<file path="src/rtl/pcm_rx_pkg.sv">
// Shared definitions for the PCM RX packer: transfer size encodings and FIFO entry layout.
package pcm_rx_pkg;

    localparam logic [1:0] SIZE_HALF = 2'b01;
    localparam logic [1:0] SIZE_WORD = 2'b10;

    typedef struct packed {
        logic [1:0]  size;
        logic [31:0] data;
    } fifo_entry_t;

endpackage

</file>
<file path="src/rtl/pcm_rx_fifo.sv">
// Synchronous FIFO of packed {size, data} entries with flush, level and drop reporting.
// Storage is register-based; the head entry is presented directly from the registers.
module pcm_rx_fifo
    import pcm_rx_pkg::*;
#(
    parameter int unsigned DEPTH = 4
) (
    input  logic                      clk_i,
    input  logic                      rstn_i,
    input  logic                      flush_i,
    input  logic                      push_i,
    input  fifo_entry_t               wdata_i,
    input  logic                      pop_i,
    output fifo_entry_t               rdata_o,
    output logic                      empty_o,
    output logic                      drop_o,
    output logic [$clog2(DEPTH):0]    level_o
);

    localparam int unsigned AW = $clog2(DEPTH);

    fifo_entry_t mem [DEPTH];
    logic [AW:0] wr_ptr;
    logic [AW:0] rd_ptr;
    logic        full;
    logic        do_push;
    logic        do_pop;

    assign empty_o = (wr_ptr == rd_ptr);
    assign full    = (wr_ptr[AW] != rd_ptr[AW]) && (wr_ptr[AW-1:0] == rd_ptr[AW-1:0]);
    assign level_o = wr_ptr - rd_ptr;
    assign do_pop  = pop_i && !empty_o;
    // A pop frees the slot in the same cycle, so a push into a full FIFO still lands
    assign do_push = push_i && (!full || do_pop);
    assign drop_o  = push_i && full && !do_pop;
    assign rdata_o = mem[rd_ptr[AW-1:0]];

    // Pointer update: flush returns to empty, otherwise advance on accepted push/pop
    always_ff @(posedge clk_i or negedge rstn_i) begin
        if (!rstn_i) begin
            wr_ptr <= '0;
            rd_ptr <= '0;
        end else if (flush_i) begin
            wr_ptr <= '0;
            rd_ptr <= '0;
        end else begin
            if (do_push) wr_ptr <= wr_ptr + 1'b1;
            if (do_pop)  rd_ptr <= rd_ptr + 1'b1;
        end
    end

    // Entry storage; reset value gives data 0 / word size at the head after reset
    always_ff @(posedge clk_i or negedge rstn_i) begin
        if (!rstn_i) begin
            for (int unsigned i = 0; i < DEPTH; i++) begin
                mem[i] <= '{size: SIZE_WORD, data: '0};
            end
        end else if (do_push && !flush_i) begin
            mem[wr_ptr[AW-1:0]] <= wdata_i;
        end
    end

endmodule

</file>
<file path="src/rtl/pcm_rx_packer.sv">
// PCM RX packer: collects 16-bit PCM samples into 32-bit uDMA words (packed or
// sign/zero-extended), buffers them in a small FIFO and flags dropped words.
module pcm_rx_packer
    import pcm_rx_pkg::*;
#(
    parameter int unsigned FIFO_DEPTH = 4
) (
    input  logic                           clk_i,
    input  logic                           rstn_i,
    input  logic                           cfg_en_i,
    input  logic                           cfg_pack_i,
    input  logic                           cfg_sign_ext_i,
    input  logic                           cfg_clr_ovf_i,
    input  logic [15:0]                    pcm_data_i,
    input  logic                           pcm_valid_i,
    output logic                           pcm_ready_o,
    output logic [31:0]                    data_o,
    output logic [1:0]                     data_size_o,
    output logic                           data_valid_o,
    input  logic                           data_ready_i,
    output logic                           ovf_o,
    output logic [$clog2(FIFO_DEPTH):0]    fifo_level_o
);

    logic        r_en_d;
    logic        r_pack;
    logic        r_half_vld;
    logic [15:0] r_half;
    logic        r_ovf;

    logic        en_rise;
    logic        pack_eff;
    logic        accept;
    logic        push;
    logic        drop;
    logic        fifo_empty;
    logic [31:0] unpacked_word;
    fifo_entry_t wentry;
    fifo_entry_t rentry;

    assign pcm_ready_o = cfg_en_i;
    assign en_rise     = cfg_en_i && !r_en_d;
    // A sample may arrive on the enabling cycle itself, before r_pack has been
    // loaded, so that cycle uses the live mode input.
    assign pack_eff    = en_rise ? cfg_pack_i : r_pack;
    assign accept      = cfg_en_i && pcm_valid_i;

    // Word formation and push request for the sample presented this cycle
    always_comb begin
        unpacked_word = {{16{cfg_sign_ext_i & pcm_data_i[15]}}, pcm_data_i};
        push          = accept && (!pack_eff || r_half_vld);
        if (pack_eff) begin
            wentry = '{size: SIZE_WORD, data: {pcm_data_i, r_half}};
        end else begin
            wentry = '{size: SIZE_HALF, data: unpacked_word};
        end
    end

    // Enable edge detection and pack-mode latch on the rising edge of the enable
    always_ff @(posedge clk_i or negedge rstn_i) begin
        if (!rstn_i) begin
            r_en_d <= 1'b0;
            r_pack <= 1'b0;
        end else begin
            r_en_d <= cfg_en_i;
            if (en_rise) r_pack <= cfg_pack_i;
        end
    end

    // Half-word holding register for packed mode; discarded when disabled
    always_ff @(posedge clk_i or negedge rstn_i) begin
        if (!rstn_i) begin
            r_half_vld <= 1'b0;
            r_half     <= '0;
        end else if (!cfg_en_i) begin
            r_half_vld <= 1'b0;
        end else if (accept && pack_eff) begin
            if (r_half_vld) begin
                r_half_vld <= 1'b0;
            end else begin
                r_half_vld <= 1'b1;
                r_half     <= pcm_data_i;
            end
        end
    end

    // Sticky overflow: a new drop wins over a simultaneous clear
    always_ff @(posedge clk_i or negedge rstn_i) begin
        if (!rstn_i) begin
            r_ovf <= 1'b0;
        end else if (drop) begin
            r_ovf <= 1'b1;
        end else if (cfg_clr_ovf_i) begin
            r_ovf <= 1'b0;
        end
    end

    pcm_rx_fifo #(
        .DEPTH (FIFO_DEPTH)
    ) u_fifo (
        .clk_i   (clk_i),
        .rstn_i  (rstn_i),
        .flush_i (!cfg_en_i),
        .push_i  (push),
        .wdata_i (wentry),
        .pop_i   (data_ready_i),
        .rdata_o (rentry),
        .empty_o (fifo_empty),
        .drop_o  (drop),
        .level_o (fifo_level_o)
    );

    assign data_o       = rentry.data;
    assign data_size_o  = rentry.size;
    assign data_valid_o = !fifo_empty;
    assign ovf_o        = r_ovf;

endmodule

</file>
<file path="config.mk">
export PLATFORM = sky130hd
export DESIGN_NAME = pcm_rx_packer
export DESIGN_NICKNAME = d
export VERILOG_FILES = /design/src/rtl/pcm_rx_pkg.sv /design/src/rtl/pcm_rx_fifo.sv /design/src/rtl/pcm_rx_packer.sv
export SDC_FILE = /design/constraint.sdc
export NUM_CORES = 1
export LEC_CHECK = 0
export BUFFER_PORTS_ARGS = -buffer_cell sky130_fd_sc_hd__clkbuf_2
export CORE_ASPECT_RATIO = 0.75
export CORE_UTILIZATION = 50
export DETAILED_ROUTE_END_ITERATION = 6
export PLACE_DENSITY = 0.78
export SYNTH_ARGS = -nofsm -noshare
export SYNTH_HDL_FRONTEND = slang
export SYNTH_SLANG_ARGS = --single-unit
</file>
<file path="constraint.sdc">
create_clock -name clk_i -period 3.9 [get_ports clk_i]
set_input_delay 0.585 -clock clk_i [delete_from_list [all_inputs] [get_ports clk_i]]
set_output_delay 0.585 -clock clk_i [all_outputs]
set_load 0.1 [all_outputs]
</file>
## After elaboration in Yosys (flattened, before gate mapping)

Index checks and enable logic that the tools add are counted.

| operators by class | value |
|---|---|
| div/mod/pow operators | 0 |
| $lt $le $gt $ge | 3 |
| add/sub/neg operators | 3 |
| multiply operators | 0 |
| muxes and demuxes | 17 |
| equality and inequality tests | 6 |
| shifts and indexed selects | 0 |
| bitwise gates (word level) | 4 |
| reductions and logical operators | 20 |

Operators with widths:

| operator | count |
|---|---|
| 136-bit bitwise mux | 1 |
| 34-bit two-way mux | 4 |
| 34-bit binary-select mux with 2-bit select | 1 |
| 34-bit demux with 2-bit select | 1 |
| 3-bit two-way mux | 4 |
| 1-bit logical AND | 11 |
| 3-bit by 1-bit adder with 3-bit output (second input constant) | 2 |
| 3-bit greater-or-equal comparator (second input constant) | 2 |
| 1-bit two-way mux | 6 |
| 2-bit by 1-bit != test with 1-bit output (second input constant) | 3 |
| 2-bit inverter with 3-bit output | 2 |
| 1-bit logical NOT | 5 |
| 3-bit equality test | 1 |
| 3-bit by 1-bit less-than comparator with 1-bit output (second input constant) | 1 |
| 3-bit AND reduction | 1 |
| 3-bit subtractor | 1 |
| 2-bit equality test | 1 |
| 1-bit logical OR | 2 |
| 2-bit nonzero test | 1 |
| 1-bit bitwise AND | 1 |
| 1-bit != test | 1 |
| 1-bit inverter | 1 |

| word-level totals | value |
|---|---|
| RAM bits | 0 |
| word-level logic and storage cells | 68 |
| bits in read-only memories | 0 |
| register bits | 162 |
| memories kept | 0 |
| input bits | 24 |
| bits in latches | 0 |

## Longest topological paths before layout

| depth | value |
|---|---|
| depth in word-level cells | 9 |
| gate-level depth with buffers | 11 |

## Cells and area by module

A second synthesis with hierarchy kept.

| unflattened totals | value |
|---|---|
| cells, all modules | 479 |
| area total of the unflattened synthesis | 7886.3 µm² |

By module, submodules not included:

| module | cells an instance | instances | area an instance (µm²) |
|---|---|---|---|
| pcm_rx_fifo | 387 | 1 | 6737.7 |
| pcm_rx_packer | 92 | 1 | 1148.6 |

## Worst setup path before layout

Ideal clock, no wire load.

| path | value |
|---|---|
| kind | flip-flop to output port |
| start | register u_fifo.wr_ptr[0] |
| end | output fifo_level_o[2] |
| data required time | 3.315 ns |
| path buffers | 0 |
| data arrival time | 2.601 ns |
| stages on the path, launching flop included | 5 |
| path slack | 0.714 ns |
| path through | dfrtp_1 -> inv_1 -> ha_1 -> fa_1 -> xnor2_1 |

| between the ends | value |
|---|---|
| word-level cells in the longest chain between the ends | 1 |

RTL lines:

| element | line | text |
|---|---|---|
| start: declaration | pcm_rx_fifo.sv:23 | `logic [AW:0] wr_ptr;` |
| start signal: assignment | pcm_rx_fifo.sv:47 | `if (do_push) wr_ptr <= wr_ptr + 1'b1;` |
| 3-bit subtractor | pcm_rx_fifo.sv:31 | `assign level_o = wr_ptr - rd_ptr;` |
| end: declaration | pcm_rx_packer.sv:22 | `output logic [$clog2(FIFO_DEPTH):0] fifo_level_o` |

No other way between the ends.

## Final worst setup path

| path | value |
|---|---|
| start | register u_fifo.rd_ptr[1] |
| end | output fifo_level_o[1] |

| between the ends | value |
|---|---|
| word-level cells in the longest chain between the ends | 1 |

RTL lines:

| element | line | text |
|---|---|---|
| start: declaration | pcm_rx_fifo.sv:24 | `logic [AW:0] rd_ptr;` |
| start signal: assignment | pcm_rx_fifo.sv:48 | `if (do_pop) rd_ptr <= rd_ptr + 1'b1;` |
| 3-bit subtractor | pcm_rx_fifo.sv:31 |  |

No other way between the ends.

==> flow_summary.yaml <==
logic_synthesis:
  synth-seq-area-share_pct: 50.9
  synth_common_cells: "dfrtp_1, mux2_4, mux4_2"
  ys.flop_type: "dfrtp_1"
  synth_area_um2: 7980
  synth_area_leaders: "dfrtp_1, mux2_4, mux4_2, mux2_2, mux2_1"
  synth_top_area_cell: "dfrtp_1"
  yosys_warnings: 0
  synth_top_area_share_pct: 49.6
  synth_cells: 470
  syn_avg_cell_area_um2: 17.0
  synth_edf_count: 0
  synth-seq-cells: 162
  synth.most_common_cell: "dfrtp_1"
  synth-async-reset-ratio_pct: 100
  synthesis.nets: 502
  synth_cell_types: 36
route:
  vias: 4259
  drt_iter0_markers: 164
  drc_errors: 0
  ant_nets: 0
  vias_per_cell: 5.75
  avgRoutedWirePerCell_um: 22.4
  drt-total-wl_um: 16600
  drtPass1Iterations: 4
critical_path:
  reg2reg_depth: 5
  critPathLaunchType: "register"
  r2r_start: "u_fifo.rd_ptr[0]$_DFFE_PN0P_"
  path_class: "reg -> out"
  cp_data_required_time_ps: 3310
  rrSetupSlack_ps: 1350
  r2r-end: "u_fifo.mem[0]$_DFFE_PN0P_"
  critPathMaxFanout: 37
  endpoint_kind: "primary output"
  crit_arrival_ps: 2330
grt:
  track_usage_pct: 21.8
  grt_pass1_vias: 4589
  grt_max_degree: 94
  antenna_found_initial: 0
  grt_pass1_wl_um: 26900
  grt_overflow: 0
placement:
  dp_hpwl_um: 9840
  gp_congestion: 0.734
  dpl.cell_count: 710
  portBuffers: 63
floorplanning:
  die-area_um2: 16500
  row_count: 39
  die_height_um: 111
  core_um2: 15400
  start_util_pct: 51.7
  die_x_um: 148
  io_pins: 64
final_layout:
  syn2layout_area_growth_pct: 11.7
  drive_above_1_share_pct: 54.1
  fin_cells: 741
  antenna_cells: 0
  nets: 556
cts:
  postCtsResizedCells: 0
  cts_tree: "yes"
  clock-sinks: 162
  clockBufferDepth: 2
  postCtsSetupBuffers: 0
  htree_num_levels: 4
  cts-root-buf: "clkbuf_16"
  hold_buffers: 0
  clkTransAtPathRegs_ps: 60
  clk_latency_ps: 420
  cts_buffers: 17
timing:
  hold_viol_final: 0
  achievable-frequency_mhz: 343
  worst_pin_slew_ps: 863
  drv_slew: 0
  min_period_ps: 2910
  slew_headroom_pct: 42.5
  fin_skew_ps: 4.70
  setup_viol: 0
  fin_tns_setup_ps: 0
  period_share_pct: 74.7
  rsz0062_at_grt: "false"
hold_path:
  hp-class: "in -> async"
pwr:
  fin_total_pwr_mw: 7.45
  powerDensity_nw_per_um2: 837
  ir_worst_vdd_mv: 0.612
  power.leakage_nw: 4.16
outcome:
  status: "complete, no violations"
job:
  drv_cap: 0
## metrics by stage
step / util [%] / instance area, um^2 / hold slack (ps) / setup WS (ps)
3_5_place_dp: 54.1 / 8350 / 474 / 1230
6_report: 57.8 / 8910 / 236 / 985
3_3_place_gp: 54.1 / 8350 / 464 / 1290
5_1_grt: 57.8 / 8910 / 317 / 904
2_1_floorplan: - / 7980 / 289 / 714
4_1_cts: 57.8 / 8910 / 275 / 972
## sequential cells by signal, indices dropped and copies added, names as in the netlist
| signal | count |
|---|---|
| u_fifo.mem | 136 |
| r_half | 16 |
| u_fifo.rd_ptr | 3 |
| u_fifo.wr_ptr | 3 |
| ovf_o | 1 |
| r_en_d | 1 |
| r_half_vld | 1 |
| r_pack | 1 |
## worst max-delay path, stage by stage, from the launching register on
cell and delay, ps:
dfrtp_1 350, buf_4 530, fa_1 510, inv_1 70, clkbuf_2 450
## logic make-up (layout without fill, tap and decap cells)
kind of cell    after synthesis  count (layout)  synth area share [%]
simple gates                 23              23                  1.84
buf+inv                      41             107                  3.72
fa+ha+maj                     8               8                  1.35
mux                         204             204                  39.2
compound gates               27              27                  2.51
flops                       162             162                  50.9
xor+xnor                      5               5                 0.549
## layer usage
layer,vias up,track usage (%),wire (um)
li1,1823,-,-
met4,0,5.50,102
met5,-,0,0
met1,2342,32.4,8090
met3,12,5.53,636
met2,82,32.2,7740
## layout by cell type, fill, tap and decap left out, types with 2 or more instances in the layout
cell type / count
or3_1: 2
ha_1: 7
mux4_2: 34
buf_4: 2
o21a_1: 2
and3_4: 4
inv_1: 8
o21ai_0: 4
clkbuf_8: 5
clkinv_2: 2
mux2i_1: 2
dfstp_2: 4
buf_12: 2
mux2_1: 17
clkbuf_16: 17
clkbuf_2: 62
a21boi_0: 2
nand2_1: 6
mux2_2: 32
xnor2_1: 4
nand3_1: 4
dfrtp_1: 157
and2_1: 3
a21o_1: 15
clkbuf_1: 5
mux2_4: 119
## worst max path at each step
stage,start,endpoint,slack (ps),depth (start not counted)
4_1_cts,u_fifo.rd_ptr[0]$_DFFE_PN0P_,data_o[27],970,3
2_1_floorplan,u_fifo.wr_ptr[0]$_DFFE_PN0P_,fifo_level_o[2],710,4
6_report,u_fifo.rd_ptr[1]$_DFFE_PN0P_,fifo_level_o[1],990,4
5_1_grt,u_fifo.rd_ptr[0]$_DFFE_PN0P_,data_o[27],900,3
3_3_place_gp,cfg_en_i,u_fifo.mem[3]$_DFFE_PN0P_,1290,6
3_5_place_dp,cfg_en_i,u_fifo.mem[47]$_DFFE_PN0P_,1230,6
## area by class of cell
cell class / count / area [um^2]
clock inverter: 4 / 47.5
fill: 1216 / 6510
tap: 205 / 256
sequential: 162 / 4060
clock buffer: 27 / 513
timing repair buffer: 67 / 377
inverter: 9 / 33.8
multi-input combinational: 267 / 3620
## report_power, final
part	switching (mW)	leakage (nW)	internal [mW]	total [mW]
clock network	0.643	0.273	0.959	1.60
logic	2.26	1.80	1.10	3.36
registers	0.303	2.09	2.19	2.49
Power figures use the tool's default switching activity.
